[src/rtl/yc_separator_pipelined.sv]
// Pipelined composite Y/C separator: boxcar low-pass luma, centre-tap high-pass chroma.
// Three-stage stream pipeline with per-sample mode, flush, primed flag and chroma saturation.
module yc_separator_pipelined #(
  parameter int unsigned DATA_WIDTH  = 12,
  parameter int unsigned LOG2_WINDOW = 5,
  parameter int unsigned ACC_WIDTH   = DATA_WIDTH + LOG2_WINDOW + 1
) (
  input  logic                         clk,
  input  logic                         rst,
  input  logic                         in_valid,
  input  logic signed [DATA_WIDTH-1:0] data_in,
  input  logic        [1:0]            mode,
  input  logic                         flush,
  output logic                         out_valid,
  output logic signed [DATA_WIDTH-1:0] luma_out,
  output logic signed [DATA_WIDTH-1:0] chroma_out,
  output logic                         primed
);

  localparam int unsigned W   = 1 << LOG2_WINDOW;
  localparam int unsigned CW  = LOG2_WINDOW + 1;
  localparam int unsigned DW1 = DATA_WIDTH + 1;

  localparam logic [1:0] MODE_BYPASS = 2'b01;
  localparam logic [1:0] MODE_LUMA   = 2'b10;
  localparam logic [1:0] MODE_INVERT = 2'b11;

  // Stage 1: history, running sum, prime count
  logic signed [DATA_WIDTH-1:0] hist [W];
  logic signed [ACC_WIDTH-1:0]  sum;
  logic        [CW-1:0]         cnt;
  logic                         v1;
  logic        [1:0]            mode1;

  // Stage 2: low-pass, centre difference
  logic                         v2;
  logic        [1:0]            mode2;
  logic signed [DATA_WIDTH-1:0] x2;
  logic signed [DATA_WIDTH-1:0] l2;
  logic signed [DW1-1:0]        d2;
  logic                         p2;

  logic signed [DATA_WIDTH-1:0] lp_c;
  logic signed [DATA_WIDTH-1:0] centre_c;
  logic signed [DATA_WIDTH-1:0] sat_c;

  always_ff @(posedge clk or posedge rst) begin
    if (rst) begin
      for (int i = 0; i < W; i++) hist[i] <= '0;
      sum   <= '0;
      cnt   <= '0;
      v1    <= 1'b0;
      mode1 <= '0;
    end else if (flush) begin
      for (int i = 0; i < W; i++) hist[i] <= '0;
      sum   <= '0;
      cnt   <= '0;
      v1    <= 1'b0;
    end else begin
      v1 <= in_valid;
      if (in_valid) begin
        hist[0] <= data_in;
        for (int i = 1; i < W; i++) hist[i] <= hist[i-1];
        sum   <= sum + ACC_WIDTH'(data_in) - ACC_WIDTH'(hist[W-1]);
        mode1 <= mode;
        if (cnt != CW'(W)) cnt <= cnt + CW'(1);
      end
    end
  end

  // Floor shift of the sum always fits DATA_WIDTH, so take the slice directly
  assign lp_c     = sum[DATA_WIDTH+LOG2_WINDOW-1:LOG2_WINDOW];
  assign centre_c = hist[W/2];

  always_ff @(posedge clk or posedge rst) begin
    if (rst) begin
      v2    <= 1'b0;
      mode2 <= '0;
      x2    <= '0;
      l2    <= '0;
      d2    <= '0;
      p2    <= 1'b0;
    end else if (flush) begin
      v2 <= 1'b0;
    end else begin
      v2 <= v1;
      if (v1) begin
        mode2 <= mode1;
        x2    <= hist[0];
        l2    <= lp_c;
        p2    <= (cnt == CW'(W));
        if (mode1 == MODE_INVERT) d2 <= DW1'(lp_c) - DW1'(centre_c);
        else                      d2 <= DW1'(centre_c) - DW1'(lp_c);
      end
    end
  end

  // Clamp the DW+1 bit difference into DATA_WIDTH
  always_comb begin
    sat_c = d2[DATA_WIDTH-1:0];
    if (d2[DW1-1] != d2[DW1-2])
      sat_c = d2[DW1-1] ? {1'b1, {(DATA_WIDTH-1){1'b0}}} : {1'b0, {(DATA_WIDTH-1){1'b1}}};
  end

  always_ff @(posedge clk or posedge rst) begin
    if (rst) begin
      out_valid  <= 1'b0;
      luma_out   <= '0;
      chroma_out <= '0;
      primed     <= 1'b0;
    end else if (flush) begin
      out_valid <= 1'b0;
      primed    <= 1'b0;
    end else begin
      out_valid <= v2;
      if (v2) begin
        primed <= p2;
        case (mode2)
          MODE_BYPASS: begin
            luma_out   <= x2;
            chroma_out <= '0;
          end
          MODE_LUMA: begin
            luma_out   <= l2;
            chroma_out <= '0;
          end
          default: begin
            luma_out   <= l2;
            chroma_out <= sat_c;
          end
        endcase
      end
    end
  end

endmodule
[config.mk]
export PLATFORM = sky130hd
export DESIGN_NAME = yc_separator_pipelined
export DESIGN_NICKNAME = d
export VERILOG_FILES = /design/src/rtl/yc_separator_pipelined.sv
export SDC_FILE = /design/constraint.sdc
export NUM_CORES = 1
export LEC_CHECK = 0
export CAP_MARGIN = 20
export CORE_ASPECT_RATIO = 1.2
export CORE_UTILIZATION = 50
export DETAILED_ROUTE_END_ITERATION = 8
export GPL_TIMING_DRIVEN = 0
export PLACE_DENSITY = 0.78
export SLEW_MARGIN = 20
export SYNTH_ARGS = -nofsm -noshare
export SYNTH_HDL_FRONTEND = slang
export SYNTH_SLANG_ARGS = --single-unit
[constraint.sdc]
create_clock -name clk -period 38.3 [get_ports clk]
set_clock_uncertainty 0.1 [all_clocks]
set_input_delay 3.83 -clock clk [delete_from_list [all_inputs] [get_ports clk]]
set_output_delay 3.83 -clock clk [all_outputs]
set_load 0.01 [all_outputs]
==> results of run 1 <==
[final cells by class]
class	count	area, um^2	share of cell area
inverters	90	345.3	0.01442
well taps	546	683.2	0.02852
multi-input cells	1238	8523	0.3558
flip-flops and latches	477	11940	0.4983
clock buffers	61	1266	0.05286
plain buffers	115	483.0	0.02016
clock inverters	17	158.9	0.006634
repair buffers	47	558.0	0.02330
[kinds of logic (layout without fill, tap and decap cells)]
logic type	after synthesis	after routing	synth area share
simple gates	584	584	0.1071
flops	477	477	0.5609
mux	407	407	0.1916
compound gates	156	156	0.04657
buf+inv	205	330	0.03857
fa+ha+maj	65	65	0.04457
xor+xnor	26	26	0.01070
[synth_stat cells, types with 3 or more instances]
| cell | count | area share |
|---|---|---|
| a21oi_1 | 30 | 0.0071 |
| nor2b_1 | 3 | 0.00088 |
| o211ai_1 | 3 | 0.0011 |
| nand4_1 | 6 | 0.0018 |
| fa_1 | 18 | 0.017 |
| o21ai_1 | 4 | 0.00094 |
| mux2i_1 | 405 | 0.19 |
| xor2_1 | 10 | 0.0041 |
| nand3_1 | 9 | 0.0021 |
| nand2_1 | 121 | 0.021 |
| and3_1 | 3 | 0.00088 |
| nor2_1 | 423 | 0.075 |
| a2111oi_0 | 4 | 0.0016 |
| clkbuf_1 | 67 | 0.012 |
| nor3_1 | 6 | 0.0014 |
| o21a_1 | 3 | 0.0011 |
| buf_2 | 41 | 0.0096 |
| and2_1 | 3 | 0.00088 |
| o21ai_0 | 63 | 0.015 |
| ha_1 | 47 | 0.028 |
| xnor2_1 | 16 | 0.0066 |
| a211oi_1 | 3 | 0.0011 |
| o31ai_1 | 4 | 0.0014 |
| a31oi_1 | 7 | 0.0021 |
| buf_1 | 7 | 0.0012 |
| or3_1 | 3 | 0.00088 |
| a21o_1 | 7 | 0.0025 |
| inv_1 | 89 | 0.016 |
| dfrtp_1 | 477 | 0.56 |
[per-stage QoR]
step	power [mW]	hold slack (ns)	worst slack (ns)
5_1_grt	1.349	0.3973	31.35
4_1_cts	1.292	0.3784	31.63
3_5_place_dp	0.8567	0.3633	31.06
3_3_place_gp	0.8461	0.3558	16.31
2_1_floorplan	0.7710	0.3397	21.06
6_report	1.287	0.3788	31.61
[registers in the layout, indices dropped and copies added (netlist names), 12 cells and up]
signal      flops
d2             13
hist          372
x2             12
l2             12
luma_out       12
centre_c       12
sum            17
chroma_out     12
[routing by layer]
metal / global-route usage / routed length [um]
met1: 0.2678 / 18850
met2: 0.3574 / 21630
met3: 0.02985 / 1734
met4: 0.07950 / 1581
met5: 0 / 0
[worst min-delay path: cells and delay by family, from the launching register on]
kind,cells,cell delay [ns]
AND/OR/NAND/NOR,1,0.05
AO/OA/AOI/OAI,1,0.06
flip-flops,1,0.34
[power groups by stage]
stage / Combinational, mW / Sequential, mW / Clock (mW)
2_1_floorplan: 0.207 / 0.564 / 0
3_3_place_gp: 0.282 / 0.564 / 0
3_5_place_dp: 0.292 / 0.565 / 0
4_1_cts: 0.294 / 0.556 / 0.442
5_1_grt: 0.330 / 0.559 / 0.461
6_report: 0.295 / 0.556 / 0.435
[path summary, 6_finish.rpt]
| kind | startpoint | to | slack, ns | depth (start not counted) |
|---|---|---|---|---|
| worst max-delay path | data_in[11] | sum[16]$_DFFE_PP0P_ | 31.61 | 12 |
| min in group asynchronous | rst | hist[273]$_DFFE_PP0P_ | 3.72 | 3 |
| worst min-delay path | l2[7]$_DFFE_PP0P_ | l2[7]$_DFFE_PP0P_ | 0.38 | 2 |
| worst max register to register | sum[6]$_DFFE_PP0P_ | sum[13]$_DFFE_PP0P_ | 35.20 | 10 |
| worst min register to register | l2[7]$_DFFE_PP0P_ | l2[7]$_DFFE_PP0P_ | 0.38 | 2 |
| max in group asynchronous | rst | hist[152]$_DFFE_PP0P_ | 32.71 | 6 |
==> run_results.csv, run 1 <==
group,metric,value,unit
run_status,outcome,"complete, no violations",
die,die_h,228.0,um
finish,post_route_cells_drive_above_1_share,0.06357,
synth,synth-async-reset-ratio,1.000,
die,die_area,43390,um^2
clock_network,h-tree-depth,2,
pwr,switchingPower,383.7,uW
clock_network,clock-sinks,477,
routing,vias,13702,
synth,ys_warn_count,0,
timing,slew_headroom,0.4795,
clock_network,root_buffer,"clkbuf_16",
critical_path,endpoint_kind,"flop",
pwr,switching_share,0.2983,
critical_path,worst_ep_arrival_time,7.06,ns
grt,grt_antenna_before_repair,0,
place,dp_hpwl,31490,um
finish,area_growth,12.56,%
clock_network,postCtsSetupRepairBufs,0,
synth,syn_nets,2003,
critical_path,worstPathRequired,38.67,ns
synth,syn_area,21280,um^2
timing,setup_violations,0,
pwr,p_int,902.8,uW
synth,yosysUniqueCellTypes,59,
pwr,pwr-share-comb,0.230,
synth,synth-edff-count,0,
run,max_cap_violations,0,
pwr,ir_drop,0.04822,mV
timing,setup_tns,0,ns
die,fp.dieW,190.3,um
synth,avgSynthCellArea,11.08,um^2
grt,track_usage,0.2091,
grt,grt_pass1_vias,14357,
routing,vias_per_cell,5.288,
routing,drtPass1Iterations,7,
critical_path,path_cells,"clkdlybuf4s50_1, inv_1, fa_1, inv_1, ha_1, a21oi_1, o21bai_1, a21o_1, a211oi_2, xnor2_1, or3_1, a21oi_1",
clock_network,ctsResizeCount,0,
critical_path,cpPeakStageDelay,0.70,ns
timing,rsz0062_at_grt,"no",
grt,grt_max_degree,108,
critical_path,cp_top_family,"buffers and inverters",
clock_network,postCtsHoldBufs,0,
grt,grt_pass1_wl,73640,um
die,core_region_area,41860,um^2
place,port_buffers,42,
die,pin_count,44,
finish,final_nets,2097,
finish,antennaDiodeCount,0,
timing,finalHoldViolCount,0,
routing,drcViolationCount,0,
finish,final_cell_mix,"477 x dfrtp_1, 423 x nor2_1, 405 x mux2i_1",
place,placedCellCount,2513,
worst_hold_path,hp-class,"reg2reg",
finish,fillCellCount,3390,
critical_path,critPathSlowestCell,"clkdlybuf4s50_1",
routing,ant_nets,0,
grt,grt_overflow,0,
clock_network,clk_pin_slew,0.06,ns
place,placed_cell_area,22530,um^2
pwr,power_leakage,12.23,nW
place,gp_congestion,0.9228,
timing,finalMaxSlewViolations,0,
finish,mostFrequentLayoutCell,"dfrtp_1",
critical_path,cp_max_fo,7,
pwr,clkPwrFrac,0.338,
die,rows,82,
critical_path,cp_num_buf_inv,3,
routing,postRouteWirelength,43790,um
finish,finalInstanceArea,23950,um^2
critical_path,critPathLaunchType,"input pin",
timing,min_period,6.690,ns
synth,syn_inst,1920,
timing,max_slew.worst_pin.slew,0.7807,ns
finish,utilization,0.5722,
timing,post-route-period-util,0.1747,
routing,drtIter0Drc,721,
clock_network,clk_latency,0.56,ns
finish,layout.cells.non_filler,2591,
timing,max_freq,149.5,MHz
routing,wl_per_cell,16.90,um
clock_network,cts_tree,"built",
die,start_util,0.5084,
synth,synth_top_flop_cell,"dfrtp_1",
clock_network,cts_inserted_buffers,45,
pwr,seqPwrFrac,0.432,
pwr,p_per_area,53.71,nW/um^2
synth,ys_seq_area_frac,0.5609,
synth,yosys_register_bits,477,
clock_network,cts_max_path_buffers,3,
critical_path,path_class,"in2reg",
Note: power is estimated with default switching activity, not from simulation.
==> inputs of run 2 (changes only) <==
Clock period 38.3 ns to 6.75 ns, I/O delays scaled along.
==> run 2 against run 1 <==
- hold slack worse by 0.0043 ns
- combinational power rose to 5.7 times the previous value
- core utilization up 0.77 points
- die area unchanged
- register-to-register slack got worse by 32 ns
- worst setup slack worse by 28 ns
- clock power rose to 6.1 times the previous value
- count of clock-buffer cells in the layout is the same
- final cell count rose by 0.54%
- wire length rose by 3.9%
- sequential power increased to 5.7 times the previous value
- critical path type unchanged
==> run_results.csv, run 2 (synthesis results as in run 1) <==
group,metric,value,unit
timing,max_freq,276.6,MHz
routing,drcViolationCount,0,
finish,finalInstanceArea,24280,um^2
place,dp_hpwl,32440,um
critical_path,worstSetupStartpoint,"data_in[11]",
timing,setup_violations,0,
critical_path,critPathSlowestCell,"clkdlybuf4s50_1",
grt,grt_overflow,0,
critical_path,cp_max_fo,7,
clock_network,cts_inserted_buffers,46,
pwr,power_leakage,12.35,nW
routing,ant_nets,0,
finish,final_cell_mix,"477 x dfrtp_1, 423 x nor2_1, 405 x mux2i_1",
finish,top_register,"hist",
timing,min_period,3.615,ns
critical_path,path_cells,"clkdlybuf4s50_1, inv_1, fa_1, inv_1, ha_1, a21oi_1, o21bai_1, a21o_1, a211oi_2, xnor2_1, or3_1, a21oi_1",
clock_network,clock-sinks,477,
pwr,switching_share,0.2942,
timing,setup_tns,0,ns
critical_path,endpoint_kind,"flop",
routing,drtIter0Drc,774,
run_status,outcome,"complete, no violations",
finish,final_nets,2108,
pwr,p_per_area,309.2,nW/um^2
pwr,seqPwrFrac,0.421,
pwr,clkPwrFrac,0.354,
finish,fillCellCount,3321,
timing,post-route-period-util,0.5356,
place,dp_slack,2.640,ns
critical_path,cp_num_cells,12,
routing,wl_per_cell,17.46,um
die,die_area,43390,um^2
critical_path,r2r_cells,10,
clock_network,clk_pin_slew,0.06,ns
pwr,ir_drop,0.2531,mV
finish,mostFrequentLayoutCell,"dfrtp_1",
timing,rsz0062_at_grt,"no",
grt,grt_pass1_wl,75370,um
clock_network,postCtsHoldBufs,0,
grt,grt_antenna_before_repair,1,
routing,vias,13933,
grt,grt_pass1_vias,14575,
critical_path,critPathLaunchType,"input pin",
clock_network,clk_latency,0.56,ns
finish,area_growth,14.08,%
critical_path,r2r-start,"hist[11]$_DFFE_PP0P_",
clock_network,h-tree-depth,2,
routing,postRouteWirelength,45500,um
worst_hold_path,hp-class,"reg2reg",
critical_path,crit_end,"sum[16]$_DFFE_PP0P_",
critical_path,cp_num_buf_inv,3,
clock_network,root_buffer,"clkbuf_16",
clock_network,ctsResizeCount,0,
finish,post_route_cells_drive_above_1_share,0.07091,
clock_network,cts_tree,"built",
pwr,pwr-share-comb,0.225,
timing,max_slew.worst_pin.slew,0.8599,ns
place,gp_congestion,0.9090,
clock_network,cts_max_path_buffers,3,
die,rows,82,
routing,vias_per_cell,5.349,
timing,layout_setup_ws,3.135,ns
grt,track_usage,0.2153,
finish,antennaDiodeCount,0,
critical_path,r2r_slack,3.64,ns
timing,finalMaxSlewViolations,0,
place,placed_cell_area,22700,um^2
critical_path,cp_top_family,"buffers and inverters",
timing,slew_headroom,0.4268,
die,core_region_area,41860,um^2
clock_network,postCtsSetupRepairBufs,0,
pwr,switchingPower,2.209,mW
die,start_util,0.5084,
finish,reg_top3,"hist (372), sum (17), d2 (13)",
timing,finalHoldViolCount,0,
critical_path,worstPathRequired,7.12,ns
critical_path,cpPeakStageDelay,0.69,ns
critical_path,worst_ep_arrival_time,3.98,ns
place,port_buffers,42,
routing,drtPass1Iterations,5,
die,pin_count,44,
die,fp.dieW,190.3,um
pwr,p_int,5.298,mW
run,max_cap_violations,0,
finish,largest_reg_flops,372,
grt,grt_max_degree,37,
critical_path,path_class,"in2reg",
finish,utilization,0.5799,
die,die_h,228.0,um
critical_path,r2r_end,"sum[16]$_DFFE_PP0P_",
## run 2: power by group through the flow
stage                     sequential (mW)  combinational [mW]  clock [mW]
after floorplan                      3.20                1.18           0
after global placement               3.20                1.61           0
after detailed placement             3.21                1.67           0
after CTS                            3.16                1.68        2.70
after global routing                 3.18                1.88        2.81
final                                3.16                1.69        2.66
## run 2: cell type report
cell class                 count  area [um^2]  share of cell area
sequential                   477        11940              0.4917
clock inverter                21        264.0             0.01088
multi-input combinational   1238         8523              0.3511
inverter                      90        341.6             0.01407
buffer                       115        483.0             0.01989
clock buffer                  61         1309             0.05391
timing repair buffer          57        735.7             0.03031
tap                          546        683.2             0.02814
## run 2: routing by layer
layer,global-route usage,part of all wire,vias up
li1,-,-,6574
met1,0.2704,0.42,6980
met2,0.3788,0.51,285
met3,0.03154,0.041,92
met4,0.06950,0.029,2
met5,0,0.00042,-
## run 2: worst reg2reg max path, delay by kind of cell, from the launching register on
kind,cells,cell delay [ns]
AOI/OAI and AO/OA,5,0.92
xor gates and xnor gates,1,0.12
adders and majority gates,2,0.96
buffers and inverters,1,0.04
DFF,1,0.56
and+or+nand+nor,1,0.31
## run 2: how the worst min path moves through the flow
stage	slack, ns	end	from	cells past startpoint
floorplan	0.34	d2[1]$_DFFE_PP0P_	d2[1]$_DFFE_PP0P_	2
global placement	0.36	d2[1]$_DFFE_PP0P_	d2[1]$_DFFE_PP0P_	2
detailed placement	0.37	luma_out[5]$_DFFE_PP0P_	luma_out[5]$_DFFE_PP0P_	2
CTS	0.38	luma_out[5]$_DFFE_PP0P_	luma_out[5]$_DFFE_PP0P_	2
global route	0.40	x2[7]$_DFFE_PP0P_	x2[7]$_DFFE_PP0P_	2
finish	0.37	chroma_out[2]$_DFFE_PP0P_	chroma_out[2]$_DFFE_PP0P_	2
## run 2: per-stage QoR
stage,hold WS [ns],power [mW],std cells
final,0.3745,7.506,2605
after global routing,0.4001,7.864,2605
after CTS,0.3832,7.544,2605
after detailed placement,0.3700,4.874,2523
after global placement,0.3554,4.811,2508
after floorplan,0.3397,4.376,1920
